File: src/rtl/router_pkt_tx.sv
// router_pkt_tx: buffers a local payload, then streams header, payload and parity to the 1x3 router.
// Optional ROUTER_TX_PARITY_CORRUPT_EN adds input corrupt_par, which sends the parity byte inverted.
module router_pkt_tx #(
  parameter int GAP_CYCLES = 2,
  parameter int CNT_W      = 16
) (
  input  logic             clk,
  input  logic             rst,
  input  logic             tx_start,
  input  logic [1:0]       tx_addr,
  input  logic [5:0]       tx_len,
`ifdef ROUTER_TX_PARITY_CORRUPT_EN
  input  logic             corrupt_par,
`endif
  output logic             tx_idle,
  input  logic             s_valid,
  input  logic [7:0]       s_data,
  output logic             s_ready,
  output logic             pkt_valid,
  output logic [7:0]       data_out,
  input  logic             busy,
  input  logic             err,
  output logic             tx_done,
  output logic             tx_rej,
  output logic             pkt_err,
  output logic [CNT_W-1:0] pkt_cnt
);

  localparam int GW = (GAP_CYCLES > 1) ? $clog2(GAP_CYCLES) : 1;

  typedef enum logic [2:0] {S_IDLE, S_FILL, S_HDR, S_PLD, S_PAR, S_GAP} state_t;

  state_t           r_state;
  state_t           w_nextState;
  logic [7:0]       r_buf [64];
  logic [5:0]       r_wrIdx;
  logic [5:0]       r_rdIdx;
  logic [5:0]       r_len;
  logic [1:0]       r_addr;
  logic [7:0]       r_parity;
  logic [GW-1:0]    r_gapCnt;
  logic             r_pktValid;
  logic [7:0]       r_dataOut;
  logic             r_txDone;
  logic             r_txRej;
  logic             r_pktErr;
  logic             r_txIdle;
  logic [CNT_W-1:0] r_pktCnt;
  logic             w_startOk;
  logic             w_lastWr;
  logic             w_lastRd;
  logic             w_gapEnd;
  logic             w_accept;
  logic [7:0]       w_header;
  logic [7:0]       w_parOut;

  assign w_startOk = tx_start && (tx_addr != 2'd3) && (tx_len != 6'd0);
  assign w_lastWr  = s_valid && (r_wrIdx == r_len - 6'd1);
  assign w_lastRd  = (r_rdIdx == r_len - 6'd1);
  assign w_gapEnd  = (r_gapCnt == GW'(GAP_CYCLES - 1));
  assign w_accept  = !busy;
  assign w_header  = {r_len, r_addr};

`ifdef ROUTER_TX_PARITY_CORRUPT_EN
  logic r_corrupt;
  assign w_parOut = r_corrupt ? ~r_parity : r_parity;
`else
  assign w_parOut = r_parity;
`endif

  always_ff @(posedge clk) begin
    if (rst) r_state <= S_IDLE;
    else     r_state <= w_nextState;
  end

  always_comb begin
    w_nextState = r_state;
    case (r_state)
      S_IDLE:  if (w_startOk)             w_nextState = S_FILL;
      S_FILL:  if (w_lastWr)              w_nextState = S_HDR;
      S_HDR:   if (w_accept)              w_nextState = S_PLD;
      S_PLD:   if (w_accept && w_lastRd)  w_nextState = S_PAR;
      S_PAR:   if (w_accept)              w_nextState = S_GAP;
      S_GAP:   if (w_gapEnd)              w_nextState = S_IDLE;
      default:                            w_nextState = S_IDLE;
    endcase
  end

  // Payload storage has no reset; its contents only matter after a full fill.
  always_ff @(posedge clk) begin
    if (r_state == S_FILL && s_valid) r_buf[r_wrIdx] <= s_data;
  end

  always_ff @(posedge clk) begin
    if (rst) begin
      r_pktValid <= 1'b0;
      r_dataOut  <= 8'd0;
      r_txDone   <= 1'b0;
      r_txRej    <= 1'b0;
      r_pktErr   <= 1'b0;
      r_pktCnt   <= '0;
      r_txIdle   <= 1'b1;
      r_wrIdx    <= 6'd0;
      r_rdIdx    <= 6'd0;
      r_len      <= 6'd0;
      r_addr     <= 2'd0;
      r_parity   <= 8'd0;
      r_gapCnt   <= '0;
`ifdef ROUTER_TX_PARITY_CORRUPT_EN
      r_corrupt  <= 1'b0;
`endif
    end else begin
      r_txDone <= 1'b0;
      r_txRej  <= 1'b0;
      r_txIdle <= (w_nextState == S_IDLE);
      case (r_state)
        S_IDLE: begin
          if (tx_start) begin
            if (w_startOk) begin
              r_len    <= tx_len;
              r_addr   <= tx_addr;
              r_pktErr <= 1'b0;
              r_parity <= {tx_len, tx_addr};
              r_wrIdx  <= 6'd0;
`ifdef ROUTER_TX_PARITY_CORRUPT_EN
              r_corrupt <= corrupt_par;
`endif
            end else begin
              r_txRej <= 1'b1;
            end
          end
        end
        S_FILL: begin
          if (s_valid) begin
            r_wrIdx  <= r_wrIdx + 6'd1;
            r_parity <= r_parity ^ s_data;
            if (w_lastWr) begin
              r_dataOut  <= w_header;
              r_pktValid <= 1'b1;
            end
          end
        end
        S_HDR: begin
          if (w_accept) begin
            r_dataOut <= r_buf[0];
            r_rdIdx   <= 6'd0;
          end
        end
        S_PLD: begin
          // The parity byte is presented with pkt_valid already low.
          if (w_accept) begin
            if (w_lastRd) begin
              r_pktValid <= 1'b0;
              r_dataOut  <= w_parOut;
            end else begin
              r_rdIdx   <= r_rdIdx + 6'd1;
              r_dataOut <= r_buf[r_rdIdx + 6'd1];
            end
          end
        end
        S_PAR: begin
          if (w_accept) begin
            r_dataOut <= 8'd0;
            r_txDone  <= 1'b1;
            r_pktCnt  <= r_pktCnt + CNT_W'(1);
            r_gapCnt  <= '0;
          end
        end
        S_GAP: begin
          if (err)       r_pktErr <= 1'b1;
          if (!w_gapEnd) r_gapCnt <= r_gapCnt + GW'(1);
        end
        default: ;
      endcase
    end
  end

  assign s_ready   = (r_state == S_FILL);
  assign tx_idle   = r_txIdle;
  assign pkt_valid = r_pktValid;
  assign data_out  = r_dataOut;
  assign tx_done   = r_txDone;
  assign tx_rej    = r_txRej;
  assign pkt_err   = r_pktErr;
  assign pkt_cnt   = r_pktCnt;

endmodule

File: config.mk
export PLATFORM = sky130hd
export DESIGN_NAME = router_pkt_tx
export DESIGN_NICKNAME = d
export VERILOG_FILES = /design/src/rtl/router_pkt_tx.sv
export SDC_FILE = /design/constraint.sdc
export NUM_CORES = 1
export LEC_CHECK = 0
export CORE_ASPECT_RATIO = 0.75
export CORE_MARGIN = 5
export CORE_UTILIZATION = 46
export CTS_BUF_LIST = sky130_fd_sc_hd__clkbuf_8
export CTS_CLUSTER_DIAMETER = 60
export DETAILED_ROUTE_END_ITERATION = 8
export GPL_TIMING_DRIVEN = 0
export PLACE_DENSITY = 0.6
export SLEW_MARGIN = 30
export SYNTH_ARGS = -nofsm -noshare
export SYNTH_HDL_FRONTEND = slang
export SYNTH_SLANG_ARGS = --single-unit
File: constraint.sdc
create_clock -name clk -period 2.9 [get_ports clk]
set_input_delay 0.58 -clock clk [delete_from_list [all_inputs] [get_ports clk]]
set_output_delay 0.58 -clock clk [all_outputs]
set_load 0.02 [all_outputs]
==> impl_metrics.py <==
metrics = {
    "run_status": {
        "outcome": "finished clean",
    },
    "sta": {
        "hold_violations": 0,
        "min_period_ns": 2.842,
        "fmax_mhz": 351.8,
        "final_max_slew_viol_count": 0,
        "max_slew.worst_pin.slew_ns": 0.9124,
        "setup_violations": 0,
        "min_period_over_period_pct": 98.01,
        "grt_setup_unrepaired": "no",
        "relSlewSlack_pct": 39.17,
        "skew_ns": 0.03738,
        "hold_ws_ns": 0.2805,
    },
    "setup_path": {
        "crit_fanout": 10,
        "critPathCaptureType": "flip-flop",
        "cp_data_arrival_time_ns": 3.41,
        "required_ns": 3.47,
        "start_kind": "flip-flop",
        "critPathKind": "flip-flop to flip-flop",
    },
    "clocking": {
        "cts_made_buffers": 88,
        "cts_sinks": 573,
        "path_clk_slew_ns": 0.07,
        "cts_hold_buf": 0,
        "cts_tree": "done",
        "cts_buffer_depth": 3,
        "clk_latency_ns": 0.69,
        "htreeDepth": 3,
        "cts_root_buf": "clkbuf_8",
    },
    "grt": {
        "grt_max_degree": 67,
        "grt.total_usage_pct": 21.43,
        "gr-total-overflow": 0,
        "antenna_found_initial": 0,
        "grt_pass1_vias": 13570,
        "grt_pass1_wl_um": 88460,
    },
    "placement": {
        "gp_congestion": 0.8748,
        "hpwlAfterDp_um": 40350,
        "port_buffers": 50,
    },
    "routing": {
        "dr.pass1.iters": 6,
        "drtIter0Drc": 1413,
        "post_drt_wl_per_cell_um": 25.15,
        "drt-total-wl_um": 59800,
        "drtAntennaViolNets": 0,
        "viasPerCell": 5.830,
        "drc_errors": 0,
        "dr_total_vias": 13860,
    },
    "die": {
        "die_y_um": 205.9,
        "core_area_um2": 50370,
        "dieWidth_um": 271.2,
        "rows": 71,
        "io_pins": 52,
        "die_area_um2": 55830,
        "start_util_pct": 46.72,
    },
    "logic_synthesis": {
        "synth.area.top_cells": "edfxtp_1 (65%), mux4_2 (7.5%), dfxtp_1 (5.2%)",
        "synthFlopType": "edfxtp_1",
        "syn_nets": 1528,
        "ys_async_sr_fraction_pct": 0,
        "yosysTopAreaCell": "edfxtp_1",
        "yosysWarnings": 0,
        "synth.top_cell.area_share_pct": 65.34,
        "synthesis.area_um2": 23530,
        "synth_edf_count": 512,
        "synth-seq-cells": 573,
        "ys_seq_area_share_pct": 70.53,
        "ys_types": 63,
        "syn_inst": 1502,
        "synth_area_per_cell_um2": 15.67,
    },
    "power_and_ir_drop": {
        "pwr-share-clk_pct": 39.4,
        "pwr-share-seq_pct": 57.7,
        "swShare_pct": 22.04,
        "ir_drop_v": 0.0003497,
        "p_leak_nw": 8.538,
        "intPower_mw": 12.21,
        "p_sw_mw": 3.452,
        "powerDensity_nw_per_um2": 573.8,
        "pwr-share-comb_pct": 3.0,
        "totalPowerFinal_mw": 15.66,
    },
    "cells_and_area": {
        "drive_gt1_share_pct": 22.20,
        "area_growth_pct": 15.98,
        "fin_nets": 1684,
        "antenna_cells": 0,
    },
    "min_path": {
        "min_path_type": "input pin to flip-flop",
    },
    "flow_run": {
        "maxCapViolations": 0,
    },
}
critical path, cell delays in order, from the launching register on:
cell	delay (ns)
dfxtp_2	0.35
ha_2	0.40
clkbuf_2	0.38
mux4_2	0.41
mux4_1	0.52
or2_1	0.22
o211ai_1	0.17
o31a_1	0.21
o21ai_1	0.06
kinds of logic after synthesis:
family	after synthesis	share of synthesized area, %
flops	573	70.53
simple gates	427	8.327
compound gates	183	5.471
mux	177	11.81
buf+inv	103	2.052
xor+xnor	35	1.595
fa+ha+maj	4	0.2127
final timing paths:
path	startpoint	end	slack, ns	cells past startpoint
setup / recovery	r_rdIdx[1]$_SDFFE_PP0P_	data_out[4]$_SDFFE_PP0P_	0.06	8
hold / removal	s_data[5]	r_buf[61][5]$_DFFE_PP_	0.28	1
hold reg to reg	pkt_err$_SDFFE_PP0P_	pkt_err$_SDFFE_PP0P_	0.50	2
setup reg to reg	r_rdIdx[1]$_SDFFE_PP0P_	data_out[4]$_SDFFE_PP0P_	0.06	8
what timing repair did:
action | in CTS | in global routing
hold endpoints to repair | 0 | 0
pin swaps | 5 | 4
endpoints found under the setup margin | 489 | 503
resized for setup | 139 | 51
buffers inserted | 10 | 5
metal layers:
layer | routed length, µm | up-vias | global-route usage (%) | share of wire (%)
met4 | 1384 | 0 | 5.985 | 2.3
met1 | 28400 | 7071 | 33.61 | 47
met2 | 24420 | 554 | 28.82 | 41
met5 | 0 | - | 0 | 0
li1 | - | 6150 | - | -
met3 | 5596 | 89 | 6.639 | 9.4
registers in the layout, summed over array words and instances, names as in the netlist, 3 cells and up:
signal and cells:
r_rdIdx 6, r_parity 8, data_out 8, r_state 3, r_wrIdx 6, r_len 6, r_buf 512, pkt_cnt 16
Yosys cell counts (all sizes together), types with 5 or more instances:
cell	count
a21oi	39
a221oi	7
a22o	28
a22oi	19
a31o	8
a31oi	5
a32oi	9
buf	42
clkbuf	53
dfxtp	61
edfxtp	512
inv	8
mux2i	97
mux4	80
nand2	136
nand3	58
nand3b	8
nand4	13
nor2	145
nor2b	9
nor3	8
nor3b	9
o211ai	7
o21ai	30
o31a	7
o31ai	8
or2	11
or3	6
xnor2	17
xor2	16
cell type report:
cell class                      count  area (µm²)
Buffer                             89       546.8
Clock buffer                       90        1239
Clock inverter                     63       336.6
Fill cell                        4003       23080
Inverter                            8       30.03
Multi-Input combinational cell    826        6918
Sequential cell                   573       16600
Tap cell                          657       822.0
Timing Repair Buffer               72       802.0
power by group through the flow:
stage | Sequential [mW] | Clock, mW | Combinational (mW)
3_5_place_dp | 9.20 | 0 | 0.450
2_1_floorplan | 9.20 | 0 | 0.188
3_3_place_gp | 9.23 | 0 | 0.417
5_1_grt | 9.03 | 6.70 | 0.500
4_1_cts | 9.03 | 6.30 | 0.456
6_report | 9.03 | 6.17 | 0.462
metrics by stage:
stage	setup TNS [ns]	area [µm²]	worst slack, ns	util, %	instances
finish	0	27290	0.05764	54.18	2378
global route	0	27290	0.0005311	54.18	2378
CTS	-8.684	27080	-0.1801	53.77	2377
detailed placement	-215.53	24980	-0.8083	49.60	2216
global placement	-474.93	24850	-0.8127	49.34	2209
floorplan	0	23530	0.1727	-	1502
placed cells by master, fill, tap and decap left out, types with 7 or more instances in the layout:
cell type          n
nor3b_1            8
a22oi_1           18
clkinv_1          22
nand2_1          132
edfxtp_1         512
clkbuf_8          91
o211ai_1           7
o31a_1             7
nor2b_1            8
buf_12            12
a31o_2             8
a32oi_1            9
nand3b_1           8
o21ai_1           10
nand4_1           13
buf_2             10
buf_6              9
buf_4             30
dfxtp_1           59
nor2_4            38
mux2i_1           97
clkbuf_1          27
clkbuf_2          16
nor2_1            79
o21ai_0           19
nor2_2            28
a221oi_1           7
clkinv_2          10
xnor2_1           15
clkdlybuf4s50_1   41
a21oi_1           38
a22o_1            28
xor2_1            14
o31ai_1            7
inv_1             31
mux4_2            78
nand3_1           54
(Power assumes the default switching activity.)
==> patch (config.mk and constraints unchanged) <==
Set the parameter `CNT_W` to 18 (it was 16).
--- a/src/rtl/router_pkt_tx.sv
+++ b/src/rtl/router_pkt_tx.sv
@@ -4,3 +4,3 @@
   parameter int GAP_CYCLES = 2,
-  parameter int CNT_W      = 16
+  parameter int CNT_W      = 18
 ) (
Ports: changed (resized pkt_cnt); port bits go from 52 to 54. No check against the original RTL was run, so the function may have changed too.
==> patch against the original RTL <==
  * The run now ends with negative setup slack left
  * Sequential cell count is 2 higher
  * Clock power rose by 3%
  * Worst setup slack worse by 0.14 ns
  * Routed wire length rose by 4.6%
  * Core utilization grew 0.072 points
  * Non-clock buffer count down 1
  * Power grew 2.0%
  * Cell area grew 2.1%
  * Global-route usage is 0.62 points higher
  * Synthesized area increased by 1.0%
  * First-iteration DRC count up 5.7%
  * Via count increased by 1.2%
  * Fmax shrank 4.6%
  * Largest power group unchanged
==> patch: results (changes against the original RTL) <==
[metrics] result of the run: finished, violations left
[metrics] failing checks: negative setup slack
[metrics] final cell count without fillers: 2407 (+1.2%)
[metrics] placed cell count: 2240 (+1.1%)
[metrics] number of cells on the worst hold path: 3 (+2)
[metrics] Total Nets Final: 1698 (+0.83%)
[metrics] post-route setup TNS: -2.73 ns (-2.73 ns)
[metrics] total global routing track utilization: 0.220 (+0.00615)
[metrics] Sequential Power Share: 0.568 (-0.009)
[metrics] Detail Route met3 WL: 6120 µm (+9.4%)
[metrics] final setup fails: 80 (+80)
[metrics] sum of internal, switching and leakage power: 16.0 mW (+2.0%)
[metrics] Post-Synthesis Cells: 1513 (+0.73%)
[metrics] worst-case setup margin in the final layout: -0.0799 ns (-0.138 ns)
[metrics] CP Capture Point: r_buf[9][3]$_DFFE_PP_
[metrics] portion of the post-synthesis area used by sequential elements: 0.700 (-0.00563)
[metrics] launch instance of the worst min-delay path: busy
[metrics] wire length of the first global-routing pass: 91200 µm (+3.1%)
[metrics] cell with the largest stage delay on the worst path: sky130_fd_sc_hd__nor2_2
[metrics] global routing met2 resource utilization: 0.324 (+0.0361)
[metrics] Metal-1 WL: 27600 µm (-2.8%)
[metrics] placed wire-length estimate after detailed placement: 41400 µm (+2.7%)
[metrics] met2 wire len: 27800 µm (+14%)
[metrics] final wirelength: 62600 µm (+4.6%)
[metrics] met1 demand-to-capacity share in global routing: 0.320 (-0.0165)
[metrics] family with the most delay on the worst path: simple AND/OR/NAND/NOR gates
[metrics] leading cell types by count after synthesis: sky130_fd_sc_hd__edfxtp_1 (512), sky130_fd_sc_hd__nor2_1 (153), sky130_fd_sc_hd__mux2_2 (128), sky130_fd_sc_hd__nand2_1 (84), sky130_fd_sc_hd__o22ai_1 (65)
[metrics] share of cells above drive strength 1: 0.299 (+0.0767)
[metrics] number of violations reported at the end of detailed-routing iteration 0: 1493 (+5.7%)
[metrics] synth top area cells: sky130_fd_sc_hd__edfxtp_1 (65%), sky130_fd_sc_hd__mux2_2 (6.1%), sky130_fd_sc_hd__mux4_2 (6.1%), sky130_fd_sc_hd__dfxtp_1 (5.3%), sky130_fd_sc_hd__nor2_1 (2.4%)
[metrics] Die X: 273 µm (+0.50%)
[metrics] Max IR drop VDD: 0.353 mV (+0.84%)
[metrics] Final Skew: 0.0409 ns (+0.00353 ns)
[metrics] routed via count divided by cell count: 5.83 (about the same)
[metrics] final estimated routing congestion in global placement: 0.967 (+11%)
-- patch: cell count changes after synthesis, sizes merged, moves of 11 or more --
cell   change
a22o      -28
a22oi     -15
mux2     +128
mux2i     -79
mux4      -16
nand2     -52
nand3     -30
nor3      +11
o21ai     +28
o22ai     +65
-- patch: logic make-up after synthesis --
group,after synthesis,share of synthesized area
flip-flops,575,0.700
AND/OR/NAND/NOR,371,0.0751
buffers and inverters,101,0.0209
adder cells (fa/ha/maj),4,0.00210
multiplexers,210,0.129
AO/OA/AOI/OAI,214,0.0579
XOR/XNOR,38,0.0155
-- patch: final cells by class --
| class | instances | area [µm²] |
|---|---|---|
| repair buffers | 70 | 769 |
| fillers | 4198 | 23500 |
| clock buffers | 94 | 1290 |
| plain buffers | 90 | 629 |
| multi-input cells | 837 | 7320 |
| well taps | 666 | 833 |
| flip-flops and latches | 575 | 16600 |
| inverters | 9 | 33.8 |
| clock inverters | 66 | 343 |
